===== src/rtl/mc_ctrl_pkg.sv =====
// Shared state, opcode and control-word definitions for the multicycle main decoder.
// No logic of its own; imported by mc_state_outdec and mc_maindec.
package mc_ctrl_pkg;

  typedef enum logic [3:0] {
    S_FETCH   = 4'd0,
    S_DECODE  = 4'd1,
    S_MEMADR  = 4'd2,
    S_MEMRD   = 4'd3,
    S_MEMWB   = 4'd4,
    S_MEMWR   = 4'd5,
    S_EXECUTE = 4'd6,
    S_ALUWB   = 4'd7,
    S_BRANCH  = 4'd8,
    S_IMMEX   = 4'd9,
    S_IMMWB   = 4'd10,
    S_JUMP    = 4'd11,
    S_JREX    = 4'd12
  } mc_state_t;

  localparam logic [5:0] OP_RTYPE = 6'b000000;
  localparam logic [5:0] OP_LW    = 6'b100011;
  localparam logic [5:0] OP_SW    = 6'b101011;
  localparam logic [5:0] OP_BEQ   = 6'b000100;
  localparam logic [5:0] OP_BNE   = 6'b000101;
  localparam logic [5:0] OP_ADDI  = 6'b001000;
  localparam logic [5:0] OP_SLTI  = 6'b001010;
  localparam logic [5:0] OP_J     = 6'b000010;
  localparam logic [5:0] FN_JR    = 6'b001000;

  localparam logic [1:0] ALU_ADD   = 2'd0;
  localparam logic [1:0] ALU_SUB   = 2'd1;
  localparam logic [1:0] ALU_FUNCT = 2'd2;
  localparam logic [1:0] ALU_SLT   = 2'd3;

  typedef struct packed {
    logic       iord;
    logic       irwrite;
    logic       pcwrite;
    logic       branch;
    logic       branch_ne;
    logic       memwrite;
    logic       regwrite;
    logic       regdst;
    logic       memtoreg;
    logic       alusrca;
    logic [1:0] alusrcb;
    logic [1:0] pcsrc;
    logic [1:0] aluop;
    logic       illegal_op;
  } ctrl_t;

  function automatic logic is_legal_op(input logic [5:0] op);
    case (op)
      OP_RTYPE, OP_LW, OP_SW, OP_BEQ, OP_BNE, OP_ADDI, OP_SLTI, OP_J: return 1'b1;
      default: return 1'b0;
    endcase
  endfunction

endpackage


===== src/rtl/mc_state_outdec.sv =====
// Combinational state -> control-word table; zero latency, mem_done gates FETCH loads.
// Unused state encodings produce an all-zero control word.
module mc_state_outdec
  import mc_ctrl_pkg::*;
(
  input  mc_state_t   state,
  input  logic [5:0]  op,
  input  logic        mem_done,
  output ctrl_t       ctrl
);

  always_comb begin
    ctrl = '0;
    case (state)
      S_FETCH: begin
        ctrl.alusrcb = 2'b01;
        ctrl.aluop   = ALU_ADD;
        ctrl.irwrite = mem_done;
        ctrl.pcwrite = mem_done;
      end
      S_DECODE: begin
        ctrl.alusrcb    = 2'b11;
        ctrl.aluop      = ALU_ADD;
        ctrl.illegal_op = ~is_legal_op(op);
      end
      S_MEMADR: begin
        ctrl.alusrca = 1'b1;
        ctrl.alusrcb = 2'b10;
        ctrl.aluop   = ALU_ADD;
      end
      S_MEMRD: ctrl.iord = 1'b1;
      S_MEMWB: begin
        ctrl.memtoreg = 1'b1;
        ctrl.regwrite = 1'b1;
      end
      // Write strobe stays up for the whole wait, not just the completing cycle.
      S_MEMWR: begin
        ctrl.iord     = 1'b1;
        ctrl.memwrite = 1'b1;
      end
      S_EXECUTE: begin
        ctrl.alusrca = 1'b1;
        ctrl.alusrcb = 2'b00;
        ctrl.aluop   = ALU_FUNCT;
      end
      S_ALUWB: begin
        ctrl.regdst   = 1'b1;
        ctrl.regwrite = 1'b1;
      end
      S_BRANCH: begin
        ctrl.alusrca   = 1'b1;
        ctrl.alusrcb   = 2'b00;
        ctrl.aluop     = ALU_SUB;
        ctrl.pcsrc     = 2'b01;
        ctrl.branch    = (op == OP_BEQ);
        ctrl.branch_ne = (op == OP_BNE);
      end
      S_IMMEX: begin
        ctrl.alusrca = 1'b1;
        ctrl.alusrcb = 2'b10;
        ctrl.aluop   = (op == OP_SLTI) ? ALU_SLT : ALU_ADD;
      end
      S_IMMWB: ctrl.regwrite = 1'b1;
      S_JUMP: begin
        ctrl.pcsrc   = 2'b10;
        ctrl.pcwrite = 1'b1;
      end
      S_JREX: begin
        ctrl.pcsrc   = 2'b11;
        ctrl.pcwrite = 1'b1;
      end
      default: ctrl = '0;
    endcase
  end

endmodule


===== src/rtl/mc_maindec.sv =====
// Multicycle MIPS main decoder FSM; one state per cycle, 2..5 cycles per instruction.
// Memory stalls hold FETCH/MEMRD/MEMWR until mem_ready (ignored when MEM_WAIT_EN=0).
module mc_maindec
  import mc_ctrl_pkg::*;
#(
  parameter int ALUOP_W     = 2,
  parameter bit MEM_WAIT_EN = 1'b1
) (
  input  logic               clk,
  input  logic               reset,
  input  logic [5:0]         op,
  input  logic [5:0]         funct,
  input  logic               mem_ready,
  output logic               iord,
  output logic               irwrite,
  output logic               pcwrite,
  output logic               branch,
  output logic               branch_ne,
  output logic               memwrite,
  output logic               regwrite,
  output logic               regdst,
  output logic               memtoreg,
  output logic               alusrca,
  output logic [1:0]         alusrcb,
  output logic [1:0]         pcsrc,
  output logic [ALUOP_W-1:0] aluop,
  output logic               illegal_op
);

  mc_state_t state, state_nxt;
  logic      mem_done;
  ctrl_t     ctrl, ctrl_g;

  assign mem_done = MEM_WAIT_EN ? mem_ready : 1'b1;

  always_ff @(posedge clk or posedge reset) begin
    if (reset) state <= S_FETCH;
    else       state <= state_nxt;
  end

  always_comb begin
    state_nxt = S_FETCH;
    case (state)
      S_FETCH:  state_nxt = mem_done ? S_DECODE : S_FETCH;
      S_DECODE: begin
        case (op)
          OP_LW, OP_SW:   state_nxt = S_MEMADR;
          OP_RTYPE:       state_nxt = (funct == FN_JR) ? S_JREX : S_EXECUTE;
          OP_BEQ, OP_BNE: state_nxt = S_BRANCH;
          OP_ADDI, OP_SLTI: state_nxt = S_IMMEX;
          OP_J:           state_nxt = S_JUMP;
          default:        state_nxt = S_FETCH;
        endcase
      end
      S_MEMADR:  state_nxt = (op == OP_LW) ? S_MEMRD : S_MEMWR;
      S_MEMRD:   state_nxt = mem_done ? S_MEMWB : S_MEMRD;
      S_MEMWR:   state_nxt = mem_done ? S_FETCH : S_MEMWR;
      S_EXECUTE: state_nxt = S_ALUWB;
      S_IMMEX:   state_nxt = S_IMMWB;
      default:   state_nxt = S_FETCH;
    endcase
  end

  mc_state_outdec u_outdec (
    .state    (state),
    .op       (op),
    .mem_done (mem_done),
    .ctrl     (ctrl)
  );

  // Outputs forced quiet for the whole reset pulse, not just after the state update.
  assign ctrl_g = reset ? '0 : ctrl;

  always_comb begin
    aluop      = '0;
    aluop[1:0] = ctrl_g.aluop;
  end

  assign iord       = ctrl_g.iord;
  assign irwrite    = ctrl_g.irwrite;
  assign pcwrite    = ctrl_g.pcwrite;
  assign branch     = ctrl_g.branch;
  assign branch_ne  = ctrl_g.branch_ne;
  assign memwrite   = ctrl_g.memwrite;
  assign regwrite   = ctrl_g.regwrite;
  assign regdst     = ctrl_g.regdst;
  assign memtoreg   = ctrl_g.memtoreg;
  assign alusrca    = ctrl_g.alusrca;
  assign alusrcb    = ctrl_g.alusrcb;
  assign pcsrc      = ctrl_g.pcsrc;
  assign illegal_op = ctrl_g.illegal_op;

endmodule


===== config.mk =====
export PLATFORM = sky130hd
export DESIGN_NAME = mc_maindec
export DESIGN_NICKNAME = d
export VERILOG_FILES = /design/src/rtl/mc_ctrl_pkg.sv /design/src/rtl/mc_state_outdec.sv /design/src/rtl/mc_maindec.sv
export SDC_FILE = /design/constraint.sdc
export NUM_CORES = 1
export LEC_CHECK = 0
export CORE_AREA = 2 2 44 46
export CTS_CLUSTER_SIZE = 28
export DETAILED_ROUTE_END_ITERATION = 6
export DIE_AREA = 0 0 46 48
export PLACE_DENSITY = 0.86
export SLEW_MARGIN = 20
export SYNTH_ARGS = -nofsm -noshare
export SYNTH_HDL_FRONTEND = slang
export SYNTH_SLANG_ARGS = --single-unit

===== constraint.sdc =====
create_clock -name clk -period 2.17 [get_ports clk]
set_clock_uncertainty 0.15 [all_clocks]
set_input_delay 0.434 -clock clk [delete_from_list [all_inputs] [get_ports clk]]
set_output_delay 0.434 -clock clk [all_outputs]
set_load 0.005 [all_outputs]

### Word level (Yosys, flattened, before mapping)

Cells that the tools add are included.

| word-level totals | value |
|---|---|
| output and inout bits | 17 |
| input bits | 15 |
| register bits after elaboration | 4 |
| word-level logic and storage cells | 57 |

| cells by class | value |
|---|---|
| mux-type cells | 24 |
| equality and inequality tests | 20 |
| reduce and logical (&&, ||, !) cells | 11 |
| bitwise gates (word level) | 1 |

Operator list:

| cell | count |
|---|---|
| $pmux 4 s7 | 1 |
| $eq 4x4->1 const B | 5 |
| $pmux 4 s5 | 1 |
| $eq 6x4->1 const B | 3 |
| $pmux 2 s3 | 3 |
| $mux 17 | 1 |
| $eq 4x3->1 const B | 4 |
| $eq 6x3->1 const B | 2 |
| $eq 6x6->1 const B | 2 |
| $reduce_or 2->1 | 6 |
| $mux 1 | 11 |
| $mux 3 | 3 |
| $eq 4x2->1 const B | 2 |
| $reduce_or 8->1 | 1 |
| $eq 6x2->1 const B | 1 |
| $logic_not 6->1 | 1 |
| $eq 4x1->1 const B | 1 |
| $logic_not 4->1 | 1 |
| $mux 2 | 2 |
| $mux 4 | 1 |
| $reduce_or 4->1 | 1 |
| $reduce_or 3->1 | 1 |
| $pmux 1 s2 | 1 |
| $not 1->1 | 1 |

### Longest topological paths before layout

Gate-level depths: netlist of the first run.

| logic depth | value |
|---|---|
| depth after elaboration | 7 |
| gate-level depth with buffers | 5 |
| mapped depth without buffers | 4 |

### By module

Synthesis of the first run repeated with hierarchy kept, for this count alone.

| unflattened totals | value |
|---|---|
| cells, all modules | 102 |
| area, all modules | 740.7 um2 |

Modules (own cells, without submodules):

| module | cells each | times used | seq. area each (um2) | area each (um2) |
|---|---|---|---|---|
| mc_maindec | 62 | 1 | 100.1 | 462.9 |
| mc_state_outdec | 40 | 1 | 0.0 | 277.8 |

### Least setup slack after synthesis of the first run

OpenSTA, ideal clock, no wires.

| timing path | value |
|---|---|
| path kind | input-to-output |
| start point | in op[0] |
| end point | out aluop[1] |
| slack | 0.195 ns |
| path buffers | 0 |
| required time | 1.586 ns |
| stages on the path | 3 |
| data arrival time | 1.391 ns |
| path through | or4_4 or2_4 a21oi_2 |

| on the way | value |
|---|---|
| longest elaborated chain between the ends | 4 |

Ends and longest elaborated chain:

| item | line | text |
|---|---|---|
| start, declared | mc_maindec.sv:11 | `input logic [5:0] op,` |
| $eq 6x4->1 | mc_state_outdec.sv:61 | `ctrl.aluop = (op == OP_SLTI) ? ALU_SLT : ALU_ADD;` |
| $mux 2 | mc_state_outdec.sv:61 |  |
| $pmux 2 s3 | mc_state_outdec.sv:14 | `case (state)` |
| $mux 17 | mc_maindec.sv:72 | `assign ctrl_g = reset ? '0 : ctrl;` |
| end, declared | mc_maindec.sv:26 | `output logic [ALUOP_W-1:0] aluop,` |

No other way between the ends.

### Worst setup path in the final report of the first run

| timing path | value |
|---|---|
| start point | reg state[3] |
| end point | out memtoreg |

| on the way | value |
|---|---|
| longest elaborated chain between the ends | 3 |

Ends and longest elaborated chain:

| item | line | text |
|---|---|---|
| start, declared | mc_maindec.sv:30 | `mc_state_t state, state_nxt;` |
| start signal, assigned | mc_maindec.sv:38 | `else state <= state_nxt;` |
| $eq 4x3->1 | mc_state_outdec.sv:14 |  |
| $mux 1 | mc_state_outdec.sv:14 |  |
| $mux 17 | mc_maindec.sv:72 |  |
| end, declared | mc_maindec.sv:22 | `output logic memtoreg,` |

No other way between the ends.

==> results.ini, run 1 <==
[outcome]
status=finished with violations
violations=negative setup slack

[synth]
syn_inst=91
yosys_warnings=0
ys_seq_area_share_pct=15.5
synth_common_cells=nor2_1 (11), a21oi_1 (6), inv_1 (5), nand2_1 (5)
ys_seq_elements=4
yosysMostFrequentCell=nor2_1
ys_types=42
netlist_area_um2=647
synth_top_cell_by_area=dfrtp_1
synthTopCellsByArea=dfrtp_1 (15%), nor2_1 (6.4%), a21oi_1 (4.6%)
synth_edf_count=0
syn_nets=106
avgSynthCellArea_um2=7.11
async_flop_share_pct=100
synth-main-ff-cell=dfrtp_1
netlist.area_leader.share_pct=15.5

[global_route]
grt_pass1_wl_mm=3.95
grt_usage_pct=24.7
grt_max_degree=13
grt_pass1_vias=929
grt_overflow_total=0
antenna_found_initial=0

[power_and_ir_drop]
combPwrFrac_pct=68.3
p_per_area_mw_per_mm2=471
ir_drop_uv=566
switchingPower_w=0.000258
total_power_w=0.000631
swShare_pct=40.8
p_leak_nw=0.664
p_seq_share_pct=16.7
p_clk_share_pct=14.9
intPower_w=0.000373

[clock_network]
cts_htree_levels=1
cts_tree=done
cts.sinks=4
clockBufferDepth=2
ctsHoldBuffers=0
cts_root_buf=clkbuf_4
clock_latency_ps=240
numCtsBuffers=3
cts.reportedPaths.clkPinSlew_ps=40

[drt]
vias=1000
wire_per_inst_um=16.2
ant_nets=0
routed_wl_mm=2.85
drc=0
drt_iter0_drc=14
dr.pass1.iters=4
viasPerCell=5.68

[setup_path]
reg2reg_depth=6
crit_path_end_kind=primary output
path_class=register to primary output
worst_ep_arrival_time_ps=1610
crit_path_start_kind=register
worst-endpoint-required_ps=1590
worst-path-max-fanout=5
ff2ff_setup_slack_ps=550

[layout]
seqCellArea_um2=104
final_nets=176
reg_top3=state (4)
top_register=state
fill_cells=119
antenna_cells=0
area_growth_pct=107
drive_gt1_share_pct=54.1
stdcell_area_mm2=0.00134
fin_cells=176
multiInputGateArea_um2=576
largest_register_ff_count=4

[timing]
setup_viol=1
worstMarginPinSlew_ps=361
slew_violations=0
fmax_mhz=455
whs_ps=249
min_period_ps=2200
relSlewSlack_pct=75.6
rsz0062_at_grt=yes
hold_viol=0
setup_ws_ps=-26.4
final.period_utilization_pct=101

[floorplan]
fp.dieArea_mm2=0.00221
start_util_pct=38.3
die_h_um=48
rows=15
ios=32
core_area_mm2=0.00169
fp.dieW_um=46

[placement]
placedCellCount=163
dpl_cell_area_mm2=0.00115
hpwlAfterDp_mm=1.85
portBuffers=31
pre_cts_ws_ps=-725
place.gp.congestion=0.851

[worst_hold_path]
hp-class=input port to asynchronous set/reset pin

[flow_run]
cap_violations=0

==> critical path: stages (launching register included) <==
cell	delay (ps)
dfrtp_2	430
buf_4	150
inv_2	110
nand2_1	130
nor4_1	250
dlygate4sd2_1	300
==> layout make-up <==
class	count	share of cell area, %
sequential	4	7.76
multi-input combinational	75	43.0
inverter	6	1.68
clock buffer	3	1.68
timing repair buffer	71	44.3
tap	17	1.59
==> final timing paths <==
path / from / end
setup / recovery: state[3] / memtoreg
hold / removal: reset / state[3]
setup reg to reg: state[3] / state[1]
hold reg to reg: state[3] / state[2]
max in group asynchronous: reset / state[1]
min in group clk: op[2] / state[1]
==> power groups by stage <==
stage	registers, W	clock network (W)	logic [W]
after global routing	0.000107	0.000104	0.000459
after floorplan	0.0000940	0	0.000176
final	0.000106	0.0000943	0.000431
after CTS	0.000101	0.0000959	0.000355
after global placement	0.000101	0	0.000324
after detailed placement	0.000101	0	0.000335
==> cell families (layout without fill, tap and decap cells) <==
| group | count (synthesis) | count (layout) | synth area share (%) |
|---|---|---|---|
| compound gates | 25 | 25 | 26.5 |
| buf+inv | 12 | 80 | 12.0 |
| simple gates | 49 | 49 | 44.7 |
| flops | 4 | 4 | 15.5 |
| xor+xnor | 1 | 1 | 1.35 |
==> layer usage <==
| metal | part of all wire [%] | GRT usage (%) | vias to the layer above |
|---|---|---|---|
| met5 | 0 | 0 | - |
| met2 | 51 | 45.8 | 62 |
| met3 | 9.3 | 7.92 | 8 |
| li1 | - | - | 470 |
| met4 | 3.1 | 7.43 | 0 |
| met1 | 37 | 26.7 | 460 |
==> layout by cell type (no fill, tap or decap), drive strengths merged, types with 3 or more instances in the layout <==
cell	count
buf	50
nor2	11
a21oi	8
clkdlybuf4s50	7
inv	6
nand2	5
dlygate4sd2	5
nor4	5
clkbuf	5
nor3	5
o21ai	4
clkdlybuf4s15	4
dfrtp	4
nand3	4
and2b	3
dlymetal6s2s	3
or3	3
==> repair_timing <==
action                                  4_1_cts  5_1_grt
pin swaps                                    10       12
endpoints found under the setup margin       17       13
buffers inserted                              5        7
resized for setup                            70       29
==> stage by stage <==
| stage | utilization, % | setup TNS, ps |
|---|---|---|
| after floorplan | - | 0 |
| after global placement | 68.0 | -6700 |
| after detailed placement | 68.0 | -7120 |
| after CTS | 73.3 | -427 |
| after global routing | 79.3 | -255 |
| final | 79.3 | -26.4 |
Note: power is estimated with default switching activity, not from simulation.
==> inputs of run 2 (changes only) <==
- CAP_MARGIN: not set -> 10
==> results of run 2 <==
Final layout, timing and power as in run 1 (identical DEF).
==> inputs of run 3 (changes only) <==
- REMOVE_ABC_BUFFERS: not set -> 1
==> run 3 against run 2 <==
Utilization is 4.7 points lower. Clock-buffer cell count is the same. The run still ends with negative setup slack left. Cell count decreased by 3.4%. Critical endpoint is now aluop[1]. Setup slack worse by 57 ps. Wire length shrank 1.8%.
==> results.ini, run 3 (same netlist as run 1, synthesis figures left out) <==
[setup_path]
worst_ep_arrival_time_ps=1670  ; was 1610 ps
worst-endpoint-required_ps=1590  ; about the same
worst-path-max-fanout=2  ; was 5
path_class=input port to primary output  ; was register to primary output
crit_path_end_kind=primary output  ; unchanged
crit_path_start_kind=input port  ; was register

[clock_network]
cts_htree_levels=1  ; unchanged
cts_tree=done  ; unchanged
cts_root_buf=clkbuf_4  ; unchanged
cts.reportedPaths.clkPinSlew_ps=40  ; about the same
clock_latency_ps=230  ; was 240 ps
clockBufferDepth=2  ; unchanged
cts.sinks=4  ; unchanged
ctsHoldBuffers=0  ; unchanged
numCtsBuffers=3  ; unchanged

[drt]
drt_iter0_drc=24  ; was 14
viasPerCell=5.88  ; was 5.68
vias=999  ; was 1,000
dr.pass1.iters=4  ; unchanged
drc=0  ; unchanged
ant_nets=0  ; unchanged
routed_wl_mm=2.80  ; was 2.85 mm
wire_per_inst_um=16.5  ; was 16.2 µm

[worst_hold_path]
hp-class=input port to asynchronous set/reset pin  ; unchanged

[layout]
largest_register_ff_count=4  ; unchanged
stdcell_area_mm2=0.00126  ; was 0.00134 mm²
drive_gt1_share_pct=49.0  ; was 54.1%
reg_top3=state (4)  ; unchanged
area_growth_pct=94.6  ; was 107%
layout_commonest_cell=buf_4  ; unchanged
top_register=state  ; unchanged
mostFrequentLayoutCells=buf_4 (28), nor2_1 (10), buf_2 (9), dlygate4sd2_1 (9), clkdlybuf4s50_1 (7)  ; was buf_4 (31), nor2_1 (11), buf_6 (10)
final_nets=170  ; was 176
antenna_cells=0  ; unchanged

[global_route]
grt_overflow_total=0  ; unchanged
grt_max_degree=10  ; was 13
grt_pass1_vias=982  ; was 929
grt_pass1_wl_mm=4.27  ; was 3.95 mm
antenna_found_initial=0  ; unchanged
grt_usage_pct=27.2  ; was 24.7%

[timing]
slew_violations=0  ; unchanged
min_period_ps=2250  ; was 2200 ps
fmax_mhz=444  ; was 455 MHz
setup_ws_ps=-83.6  ; was -26.4 ps
setup_viol=2  ; was 1
worstMarginPinSlew_ps=434  ; was 361 ps
hold_viol=0  ; unchanged
relSlewSlack_pct=70.8  ; was 75.6%
final.period_utilization_pct=104  ; was 101%
rsz0062_at_grt=yes  ; unchanged

[power_and_ir_drop]
p_per_area_mw_per_mm2=484  ; was 471 mW/mm²
ir_drop_uv=427  ; was 566 µV
total_power_w=0.000609  ; was 0.000631 W
p_leak_nw=0.604  ; was 0.664 nW

[outcome]
violations=negative setup slack  ; unchanged
status=finished with violations  ; unchanged

[floorplan]
rows=15  ; unchanged
fp.dieArea_mm2=0.00221  ; unchanged
die_h_um=48  ; unchanged
start_util_pct=38.3  ; unchanged
ios=32  ; unchanged
fp.dieW_um=46  ; unchanged
core_area_mm2=0.00169  ; unchanged

[placement]
place.gp.congestion=0.888  ; was 0.851
dpl_cell_area_mm2=0.00113  ; was 0.00115 mm²
portBuffers=31  ; unchanged
hpwlAfterDp_mm=1.83  ; was 1.85 mm

[flow_run]
cap_violations=0  ; unchanged

## run 3: cell count changes in the layout (fill, tap and decap cells not counted), sizes merged
cell          delta
buf              -7
dlygate4sd2      +4
dlymetal6s2s     -2
clkbuf           -1
## run 3: area by class of cell
type / count / area (µm²)
clock buffer: 3 / 22.5
fill: 124 / 430
inverter: 6 / 22.5
multi-input combinational: 75 / 549
sequential: 4 / 103
tap: 17 / 21.3
timing repair buffer: 65 / 541
## run 3: per-stage QoR
stage                     TNS, ps  utilization [%]  worst slack (ps)  instances  hold WS (ps)
after floorplan                 0                -               145         85          50.1
after global placement      -6680             67.1              -714        161           537
after detailed placement    -6940             67.1              -734        161           525
after CTS                   -91.1             74.5             -44.1        170           230
after global routing         -237             74.5              -129        170           254
final                        -137             74.5             -83.6        170           245
## run 3: path summary, 6_finish.rpt
| check | start | end | slack [ps] | cells past startpoint |
|---|---|---|---|---|
| min in group clk | state[3] | state[2] | 530 | 2 |
| max in group asynchronous | reset | state[1] | 1470 | 3 |
| worst min-delay path | reset | state[3] | 250 | 3 |
| worst max-delay path | op[5] | aluop[1] | -80 | 5 |
| worst max register to register | state[0] | state[2] | 590 | 6 |
| worst min register to register | state[3] | state[2] | 530 | 2 |
## run 3: power by group
group,internal [W],switching (W)
combinational,0.000218,0.000195
clock,0.0000619,0.0000305
sequential,0.0000881,0.0000155
total,0.000368,0.000240
## run 3: worst max-delay path, stage by stage
cell	delay, ps
clkdlybuf4s15_2	190
or4_4	480
or2_4	280
a21oi_2	150
buf_2	130
## run 3: layer usage
layer / track usage, % / share of wire, % / wire (µm)
met2: 51.4 / 53 / 1480
met4: 12.6 / 2.5 / 70
met5: 0 / 0 / 0
met3: 5.28 / 7.7 / 214
met1: 29.0 / 37 / 1040
## run 3: what timing repair did
item / in CTS / in global routing
endpoints found under the setup margin: 17 / 10
pin swaps: 13 / 9
gates resized for setup: 76 / 8
buffers inserted: 8 / 0
